File: src/rtl/count_event_fifo.sv
// Logs counter wrap/restart/capture events as tagged records; FWFT out, 1-cycle push-to-valid latency.
// Backpressure via out_ready; pushes into a full FIFO without a pop are dropped and counted.
module count_event_fifo #(
  parameter int WIDTH = 8,
  parameter int DEPTH = 4,
  parameter int AW    = 2
) (
  input  logic             clock,
  input  logic             reset_n,
  input  logic [WIDTH-1:0] value,
  input  logic             capture,
  input  logic             out_ready,
  input  logic             clear_ovf,
  output logic             out_valid,
  output logic [WIDTH+2:0] out_data,
  output logic [AW:0]      level,
  output logic             overflow,
  output logic [7:0]       drop_cnt
);

  localparam logic [WIDTH-1:0] MAX  = '1;
  localparam logic [AW:0]      FULL = (AW+1)'(DEPTH);

  logic [WIDTH+2:0] mem_q [DEPTH];
  logic [WIDTH+2:0] mem_d [DEPTH];
  logic [AW-1:0]    wr_ptr_q, wr_ptr_d;
  logic [AW-1:0]    rd_ptr_q, rd_ptr_d;
  logic [AW:0]      level_q, level_d;
  logic             overflow_q, overflow_d;
  logic [7:0]       drop_cnt_q, drop_cnt_d;
  logic [WIDTH-1:0] prev_q, prev_d;
  logic             prev_ok_q, prev_ok_d;

  logic wrap, restart, cap, push, pop, full, accept, drop;

  always_comb begin
    wrap    = prev_ok_q && (prev_q == MAX) && (value == '0);
    restart = prev_ok_q && (value == '0) && (prev_q != '0) && (prev_q != MAX);
    cap     = prev_ok_q && capture;
    push    = wrap || restart || cap;
    pop     = (level_q != '0) && out_ready;
    full    = (level_q == FULL);
    // On full, a same-cycle pop frees the head slot, which is exactly where the tail points.
    accept  = push && (!full || pop);
    drop    = push && full && !pop;

    mem_d      = mem_q;
    wr_ptr_d   = wr_ptr_q;
    rd_ptr_d   = rd_ptr_q;
    level_d    = level_q;
    overflow_d = overflow_q;
    drop_cnt_d = drop_cnt_q;
    prev_d     = value;
    prev_ok_d  = 1'b1;

    if (accept) begin
      mem_d[wr_ptr_q] = {cap, restart, wrap, value};
      wr_ptr_d        = wr_ptr_q + AW'(1);
    end
    if (pop) begin
      rd_ptr_d = rd_ptr_q + AW'(1);
    end
    if (accept && !pop) begin
      level_d = level_q + (AW+1)'(1);
    end else if (pop && !accept) begin
      level_d = level_q - (AW+1)'(1);
    end

    // A drop in the clearing cycle still registers as the first new drop.
    if (clear_ovf) begin
      overflow_d = drop;
      drop_cnt_d = drop ? 8'd1 : 8'd0;
    end else if (drop) begin
      overflow_d = 1'b1;
      if (drop_cnt_q != 8'hFF) begin
        drop_cnt_d = drop_cnt_q + 8'd1;
      end
    end
  end

  always_ff @(posedge clock or negedge reset_n) begin
    if (!reset_n) begin
      for (int i = 0; i < DEPTH; i++) begin
        mem_q[i] <= '0;
      end
      wr_ptr_q   <= '0;
      rd_ptr_q   <= '0;
      level_q    <= '0;
      overflow_q <= 1'b0;
      drop_cnt_q <= '0;
      prev_q     <= '0;
      prev_ok_q  <= 1'b0;
    end else begin
      mem_q      <= mem_d;
      wr_ptr_q   <= wr_ptr_d;
      rd_ptr_q   <= rd_ptr_d;
      level_q    <= level_d;
      overflow_q <= overflow_d;
      drop_cnt_q <= drop_cnt_d;
      prev_q     <= prev_d;
      prev_ok_q  <= prev_ok_d;
    end
  end

  assign out_data  = mem_q[rd_ptr_q];
  assign out_valid = (level_q != '0);
  assign level     = level_q;
  assign overflow  = overflow_q;
  assign drop_cnt  = drop_cnt_q;

endmodule

File: config.mk
export PLATFORM = sky130hd
export DESIGN_NAME = count_event_fifo
export DESIGN_NICKNAME = d
export VERILOG_FILES = /design/src/rtl/count_event_fifo.sv
export SDC_FILE = /design/constraint.sdc
export NUM_CORES = 1
export LEC_CHECK = 0
export ABC_CLOCK_PERIOD_IN_PS = 7800
export CAP_MARGIN = 5
export CORE_ASPECT_RATIO = 1.4
export CORE_UTILIZATION = 55
export CTS_BUF_LIST = sky130_fd_sc_hd__clkbuf_2 sky130_fd_sc_hd__clkbuf_4 sky130_fd_sc_hd__clkbuf_8
export DETAILED_ROUTE_END_ITERATION = 16
export PLACE_DENSITY = 0.89
export SLEW_MARGIN = 20
export SYNTH_ARGS = -nofsm -noshare
export SYNTH_HDL_FRONTEND = slang
export SYNTH_SLANG_ARGS = --single-unit
File: constraint.sdc
create_clock -name clock -period 7.8 [get_ports clock]
set_input_delay 1.56 -clock clock [delete_from_list [all_inputs] [get_ports clock]]
set_output_delay 1.56 -clock clock [all_outputs]
set_load 0.02 [all_outputs]
==> impl_metrics.toml, run 1 <==
[run_status]
run_status = "finished clean"

[cells_and_area]
syn2layout_area_growth_pct = 20.9
multiInputGateArea_um2 = 1370
layout.area.seq_um2 = 1730
instances_no_fill = 349
final_layout_size_suffix_gt1_frac = 0.267
nFillCells = 390
design.final.nets = 296
layout.cell_area.non_filler_um2 = 3830
ant_cells = 0

[clock_tree]
clkTransAtPathRegs_ps = 70
cts_setup_buffers = 0
cts_tree = "yes"
cts-buffers-inserted = 9
clock-sinks = 69
post_cts_hold_buffer_count = 0
clock_tree.root_cell = "clkbuf_8"
clock_tree.htree_level_count = 3
clock_insertion_delay_worst_skew_ps = 340
post_cts_resize_count = 0
clock_path_buffers = 2

[pwr]
cellLeakagePower_nw = 1.59
ir_drop_uv = 141
powerDensity_nw_per_um2 = 385

[worst_hold_path]
worstHoldPathType = "reg -> reg"

[timing]
final_worst_path_period_share = 0.569
min_period_ps = 4440
fin_setup_tns_ps = 0
setup_violations = 0
max_slew.worst_pin.slew_ps = 872
timing.fmax_mhz = 225
finalHoldViolations = 0
timing.clock.skew_ps = 5.00
rsz0062_at_grt = "false"
remaining_max_slew_budget_at_the_tightest_pin = 0.418
finalMaxSlewViolations = 0

[floorplanning]
ioPinCount = 37
core-area_um2 = 5530
fp.dieH_um = 91.8
die_width_um = 66.1
start_util = 0.573
die-area_um2 = 6070
cell_row_count = 32

[place]
gp_congestion = 0.815
io_buffers = 36
placed_cells = 333
dpl.hpwl_mm = 4.29
place_area_um2 = 3580

[synth]
ys_seq_area_frac = 0.545
synth_area_um2 = 3170
ys_top_cells_by_area = "dfrtp_1 55%, mux2_2 11%, mux4_2 7.8%"
synthFlopType = "dfrtp_1"
synthArstFlopShare = 1.00
count_of_flip_flops_with_a_built_in_enable_after_synthesis = 0
library_cells_used_by_synthesis = 47
postSynthAreaPerCell_um2 = 13.5
post-synth-top-area-fraction = 0.545
ys_seq_elements = 69
synth.net_count = 255
post-synth-top-area-cell = "dfrtp_1"
yosys.cell_count.top_type = "dfrtp_1"
post_synth_most_frequent_cells = "69 x dfrtp_1, 30 x mux2_2, 16 x nand2_1, 13 x o21ai_0, 11 x mux4_2"
synthesis.yosys.warnings = 0
postSynthCellCount = 235

[worst_setup_path]
ff2ff_setup_slack_ps = 4930
cp_data_required_time_ps = 8070
start_kind = "input port"
crit_path_max_fanout = 14
end_kind = "flip-flop"
cp.arrival_ps = 4710
type_of_the_setup_path_with_the_least_slack = "in -> reg"

[global_routing]
grt_max_degree = 70
global_route.usage.total = 0.255
grt_pass1_vias = 2240
grt_antenna_before_repair = 0
grt.overflow.total = 0
grt_first_pass_wirelength_mm = 11.2

[flow_run]
number_of_maximum_capacitance_violations = 0

[route]
via_count = 2082
drtPass1Iterations = 4
totalWireLength_mm = 6.62
detail_route.vias_per_cell = 5.97
drc = 0
drt_first_iter_violations = 102
ant_nets = 0
wl_per_cell_um = 19.0
==> final timing paths <==
check | cells past startpoint | endpoint | start
setup reg to reg | 8 | level[1]$_DFFE_PN0P_ | prev_q[7]$_DFF_PN0_
hold reg to reg | 2 | mem_q[21]$_DFFE_PN0P_ | mem_q[21]$_DFFE_PN0P_
max in group asynchronous | 2 | wr_ptr_q[0]$_DFFE_PN0P_ | reset_n
hold / removal | 2 | mem_q[21]$_DFFE_PN0P_ | mem_q[21]$_DFFE_PN0P_
setup / recovery | 11 | level[2]$_DFFE_PN0P_ | value[5]
min in group asynchronous | 2 | mem_q[40]$_DFFE_PN0P_ | reset_n
==> cell usage in the layout, fill, tap and decap left out, types with 2 or more instances in the layout <==
cell and n:
mux4_2 11, or4_1 2, clkinvlp_4 2, o22ai_1 2, nand4_1 3, bufinv_16 3, ha_1 6, nand3_1 4
nor4b_1 2, clkbuf_8 10, dfrtp_1 69, inv_1 6, nor2_1 9, a21boi_0 2, nor3_1 5, xor2_1 2
mux2_4 7, clkdlybuf4s50_1 35, or3_1 2, o2bb2ai_1 2, mux2_2 30, o2111ai_1 2, xnor2_1 4, or2_2 2
nand2b_1 2, buf_4 3, nor2b_1 4, nor4_1 2, nand2_1 16, o21ai_0 13
==> routing by layer <==
metal  part of all wire  vias up  track usage
met1               0.41     1064        0.308
met4              0.032        0        0.131
met5                  0        -            0
met3              0.038       16       0.0597
met2               0.52       57        0.417
li1                   -      945            -
==> power by group <==
| part | switching, mW | total [mW] | internal (mW) |
|---|---|---|---|
| Clock | 0.135 | 0.356 | 0.220 |
| Combinational | 0.218 | 0.529 | 0.311 |
| Sequential | 0.110 | 0.588 | 0.478 |
==> state kept, by name (all words and copies together) (netlist names) <==
| signal | flops |
|---|---|
| drop_cnt | 8 |
| prev_q | 8 |
| level | 3 |
| rd_ptr_q | 2 |
| wr_ptr_q | 2 |
| mem_q | 44 |
| prev_ok_q | 1 |
| overflow | 1 |
==> final cells by class <==
cell class	instances	share of cell area
Sequential cell	69	0.451
Multi-Input combinational cell	151	0.357
Timing Repair Buffer	39	0.0987
Clock buffer	10	0.0360
Clock inverter	6	0.0288
Tap cell	68	0.0222
Inverter	6	0.00588
==> worst max-delay path: stages <==
cell and delay [ps]:
clkdlybuf4s50_1 510, or4_1 650, a211oi_4 370, o21ai_2 240, nor2_1 270, ha_1 250, inv_1 70, fa_1 370
xor2_1 150, nor2_1 110, xor2_1 150
==> per-stage QoR <==
stage / util / total power [mW] / worst slack [ps] / hold slack (ps)
finish: 0.693 / 1.47 / 3360 / 495
CTS: 0.693 / 1.49 / 3350 / 498
global route: 0.693 / 1.55 / 3090 / 515
floorplan: - / 0.917 / 3780 / 445
global placement: 0.648 / 1.09 / 3180 / 459
detailed placement: 0.648 / 1.12 / 3050 / 481
==> kinds of logic after synthesis <==
logic type	Yosys count	share of synthesized area
flops	69	0.545
simple gates	58	0.0968
mux	49	0.221
compound gates	30	0.0660
buf+inv	15	0.0225
fa+ha+maj	7	0.0300
xor+xnor	6	0.0166
other cells	1	0.00118
Power figures use the tool's default switching activity.
==> run 2: changes to the inputs <==
Settings changed: ABC_CLOCK_PERIOD_IN_PS 7800 to 4500.
Clock period 7.8 ns to 4.5 ns, I/O delays scaled along.
==> run 2 against run 1 <==
Effect of this change: clock power rose by 50%; sequential share of layout area rose by 0.30 points; combinational power rose by 72%; critical path depth did not move; non-clock buffer count rose by 1; final cell count rose by 0.29%; core utilization fell by 0.45 points; clock skew rose by 1.3 ps; largest power group unchanged.
==> impl_metrics.toml, run 2 (synthesis gave the netlist of run 1 again) <==
[cells_and_area]
largest_register_ff_count = 44
ant_cells = 0
syn2layout_area_growth_pct = 20.1
regMostFlops = "mem_q"
instances_no_fill = 350
most_common_cell_after_layout_fill_and_taps_aside = "dfrtp_1"
most-common-layout-cells = "69 x dfrtp_1, 35 x clkdlybuf4s50_1, 30 x mux2_2"
design.final.nets = 297
final_layout_size_suffix_gt1_frac = 0.270

[timing]
timing.clock.skew_ps = 6.27
min_period_ps = 3670
finalHoldViolations = 0
fin_setup_tns_ps = 0
max_slew.worst_pin.slew_ps = 809
setup_ws_ps = 832
remaining_max_slew_budget_at_the_tightest_pin = 0.461
final_worst_path_period_share = 0.815
timing.fmax_mhz = 273
rsz0062_at_grt = "false"
setup_violations = 0
finalMaxSlewViolations = 0

[worst_setup_path]
critical_path.reg2reg.endpoint = "level[1]$_DFFE_PN0P_"
path_buf_inv = 2
slowest_delay_ps = 660
slowest_stage = "or4_1"
reg2reg_depth = 8
regToRegStartpoint = "prev_q[2]$_DFF_PN0_"
cp_top_family = "simple AND/OR/NAND/NOR gates"
crit_path_cell_trace = "clkdlybuf4s50_1, or4_1, a211oi_4, o21ai_2, nor2_1, ha_1, inv_1, fa_1, xor2_1, nor2_1, xor2_1"
end_kind = "flip-flop"
type_of_the_setup_path_with_the_least_slack = "in -> reg"
start_kind = "input port"
crit_path_max_fanout = 6
ff2ff_setup_slack_ps = 2020
cp_data_required_time_ps = 4770
cp.arrival_ps = 3940

[flow_run]
number_of_maximum_capacitance_violations = 0

[global_routing]
grt_antenna_before_repair = 0
grt_max_degree = 38
grt.overflow.total = 0
grt_pass1_vias = 2157
grt_first_pass_wirelength_mm = 10.5
global_route.usage.total = 0.239

[worst_hold_path]
worstHoldPathType = "reg -> reg"
hold_depth = 2
worst_hold_startpoint = "mem_q[19]$_DFFE_PN0P_"
min_to = "mem_q[19]$_DFFE_PN0P_"

[route]
ant_nets = 0
via_count = 2073
drt_first_iter_violations = 174
drtPass1Iterations = 4
totalWireLength_mm = 6.44
drc = 0
detail_route.vias_per_cell = 5.92
wl_per_cell_um = 18.4

[place]
placed_cells = 334
dpl.hpwl_mm = 4.30
gp_congestion = 0.803
io_buffers = 36
place_ws_ps = 563

[floorplanning]
die-area_um2 = 6070
start_util = 0.573
cell_row_count = 32
ioPinCount = 37
die_width_um = 66.1
core-area_um2 = 5530
fp.dieH_um = 91.8

[clock_tree]
post_cts_hold_buffer_count = 0
cts_tree = "yes"
clock_insertion_delay_worst_skew_ps = 350
cts_setup_buffers = 0
clkTransAtPathRegs_ps = 70
clock_tree.root_cell = "clkbuf_8"
clock_path_buffers = 2
post_cts_resize_count = 0
cts-buffers-inserted = 9
clock-sinks = 69
clock_tree.htree_level_count = 3

[pwr]
seqPwrFrac = 0.411
cellLeakagePower_nw = 1.59
p_sw_frac = 0.319
net-switching-power_uw = 782
powerDensity_nw_per_um2 = 646
ir_drop_uv = 251
internal-power_mw = 1.67
clock_power_share = 0.218
power_frac_comb = 0.371

[run_status]
run_status = "finished clean"
-- run 2: worst max path at each step --
stage | start | end | cells past startpoint
final | value[5] | level[2]$_DFFE_PN0P_ | 11
after global routing | value[4] | level[2]$_DFFE_PN0P_ | 11
after CTS | value[4] | level[2]$_DFFE_PN0P_ | 11
after detailed placement | value[5] | level[2]$_DFFE_PN0P_ | 11
after global placement | value[4] | level[2]$_DFFE_PN0P_ | 11
after floorplan | value[5] | level[2]$_DFFE_PN0P_ | 11
-- run 2: area by class of cell --
class	instances	area (um^2)
clock inverter	3	42.5
fill	391	1720
multi-input combinational	151	1370
clock buffer	13	173
inverter	6	22.5
timing repair buffer	40	385
sequential	69	1730
tap	68	85.1
-- run 2: worst min-delay path: cells and delay by family (launching register included) --
family	cells	cell delay, ps
simple gates	1	40
flops	1	340
compound gates	1	60
-- run 2: power groups by stage --
stage          Combinational [mW]  Clock, mW  Sequential, mW
2_1_floorplan               0.641          0           0.949
3_3_place_gp                0.895          0            1.00
3_5_place_dp                0.918          0            1.02
4_1_cts                     0.922      0.538            1.01
5_1_grt                     0.976      0.569            1.04
6_report                    0.912      0.534            1.01
-- run 2: per-stage QoR --
| step | utilization | total power, mW | hold WS (ps) | instance area, um^2 |
|---|---|---|---|---|
| 6_report | 0.688 | 2.46 | 477 | 3800 |
| 5_1_grt | 0.688 | 2.59 | 504 | 3800 |
| 4_1_cts | 0.688 | 2.47 | 480 | 3800 |
| 3_5_place_dp | 0.649 | 1.94 | 465 | 3590 |
| 3_3_place_gp | 0.649 | 1.90 | 462 | 3590 |
| 2_1_floorplan | - | 1.59 | 445 | 3170 |
-- run 2: layer usage --
layer,global-route usage,vias to the layer above,share of wire
met4,0.151,0,0.032
met5,0,-,0
li1,-,938,-
met2,0.381,59,0.52
met1,0.294,1055,0.41
met3,0.0460,21,0.040
==> run 3: changes to the inputs <==
Settings changed: ABC_CLOCK_PERIOD_IN_PS 4500 to 3400.
Clock period 4.5 ns to 3.4 ns, I/O delays scaled along.
==> run 3 against run 2 <==
Effect of this change: via count is 3.6% higher; first-iteration DRC count decreased by 5.2%; power is 34% higher; final area is 1.8% higher; flip-flop and latch count stayed put; clock-buffer cell count is 3 lower; critical path type unchanged; combinational power grew 43%.
==> impl_metrics.toml, run 3 (synthesis gave the netlist of run 1 again) <==
[clock_tree]
cts-buffers-inserted = 9
post_cts_hold_buffer_count = 0
clock_tree.htree_level_count = 3
clock_tree.root_cell = "clkbuf_8"
clock_path_buffers = 2
clock-sinks = 69
post_cts_resize_count = 0
cts_tree = "yes"
cts_setup_buffers = 0
clkTransAtPathRegs_ps = 80
clock_insertion_delay_worst_skew_ps = 350

[timing]
final_worst_path_period_share = 0.917
rsz0062_at_grt = "false"
remaining_max_slew_budget_at_the_tightest_pin = 0.607
finalMaxSlewViolations = 0
finalHoldViolations = 0
setup_violations = 0
setup_ws_ps = 283
min_period_ps = 3120
max_slew.worst_pin.slew_ps = 589
timing.clock.skew_ps = 10.4
fin_setup_tns_ps = 0
timing.fmax_mhz = 321

[route]
drt_first_iter_violations = 165
totalWireLength_mm = 7.20
via_count = 2148
wl_per_cell_um = 20.0
ant_nets = 0
detail_route.vias_per_cell = 5.97
drtPass1Iterations = 4
drc = 0

[place]
place_ws_ps = -17.1
io_buffers = 36
gp_congestion = 0.788
placed_cells = 344
dpl.hpwl_mm = 4.74

[worst_setup_path]
end_kind = "flip-flop"
regToRegStartpoint = "prev_q[2]$_DFF_PN0_"
crit_path_max_fanout = 6
reg2reg_depth = 8
critical_path.reg2reg.endpoint = "level[1]$_DFFE_PN0P_"
slowest_stage = "or4_1"
ff2ff_setup_slack_ps = 990
type_of_the_setup_path_with_the_least_slack = "in -> reg"
slowest_delay_ps = 620
path_buf_inv = 2
cp_top_family = "simple AND/OR/NAND/NOR gates"
cp_data_required_time_ps = 3660
cp.arrival_ps = 3380
crit_path_cell_trace = "clkdlybuf4s50_1, or4_1, a211oi_4, o21ai_2, nor2_1, ha_1, inv_1, fa_1, xor2_1, nor2_1, xor2_1"
start_kind = "input port"

[floorplanning]
die_width_um = 66.1
cell_row_count = 32
start_util = 0.573
die-area_um2 = 6070
ioPinCount = 37
core-area_um2 = 5530
fp.dieH_um = 91.8

[pwr]
ir_drop_uv = 376
powerDensity_nw_per_um2 = 852
cellLeakagePower_nw = 1.63

[cells_and_area]
ant_cells = 0
instances_no_fill = 360
design.final.nets = 307
most_common_cell_after_layout_fill_and_taps_aside = "dfrtp_1"
largest_register_ff_count = 44
most-common-layout-cells = "69 x dfrtp_1, 35 x clkdlybuf4s50_1, 30 x mux2_2"
final_layout_size_suffix_gt1_frac = 0.295
syn2layout_area_growth_pct = 22.3
nFillCells = 387
regMostFlops = "mem_q"

[global_routing]
grt_antenna_before_repair = 0
global_route.usage.total = 0.271
grt_first_pass_wirelength_mm = 11.9
grt.overflow.total = 0
grt_max_degree = 29
grt_pass1_vias = 2422

[run_status]
run_status = "finished clean"

[flow_run]
number_of_maximum_capacitance_violations = 0

[worst_hold_path]
worstHoldPathType = "in -> async"
[run 3: final cells by class]
cell class	instances	area, um^2	share of cell area
flip-flops and latches	69	1730	0.446
repair buffers	50	460	0.119
clock inverters	6	70.1	0.0181
multi-input cells	151	1370	0.353
clock buffers	10	138	0.0356
inverters	6	22.5	0.00582
well taps	68	85.1	0.0220
[run 3: metal layers]
layer  GRT usage  up-vias  wire length (um)
met5           0        -                 0
li1            -      965                 -
met4       0.129        0               198
met1       0.320     1083              2740
met3      0.0410       22               300
met2       0.472       78              3960
[run 3: power breakdown]
group | internal (mW) | leakage (nW) | switching [mW]
sequential | 1.10 | 0.855 | 0.213
combinational | 0.736 | 0.673 | 0.562
clock | 0.364 | 0.107 | 0.327
total | 2.20 | 1.63 | 1.10
[run 3: worst max-delay path by stage]
stage	slack (ps)	endpoint	startpoint	depth (start not counted)
2_1_floorplan	260	level[2]$_DFFE_PN0P_	value[5]	11
5_1_grt	100	level[2]$_DFFE_PN0P_	value[1]	11
4_1_cts	300	level[2]$_DFFE_PN0P_	value[1]	11
3_5_place_dp	-20	level[2]$_DFFE_PN0P_	value[3]	11
3_3_place_gp	70	level[2]$_DFFE_PN0P_	value[1]	11
6_report	280	level[2]$_DFFE_PN0P_	value[1]	11
[run 3: stage by stage]
step,utilization,area (um^2),power [mW],hold slack [ps]
2_1_floorplan,-,3170,2.10,384
3_3_place_gp,0.663,3660,2.54,460
3_5_place_dp,0.663,3660,2.61,479
4_1_cts,0.700,3870,3.32,270
5_1_grt,0.700,3870,3.47,293
6_report,0.700,3870,3.30,264
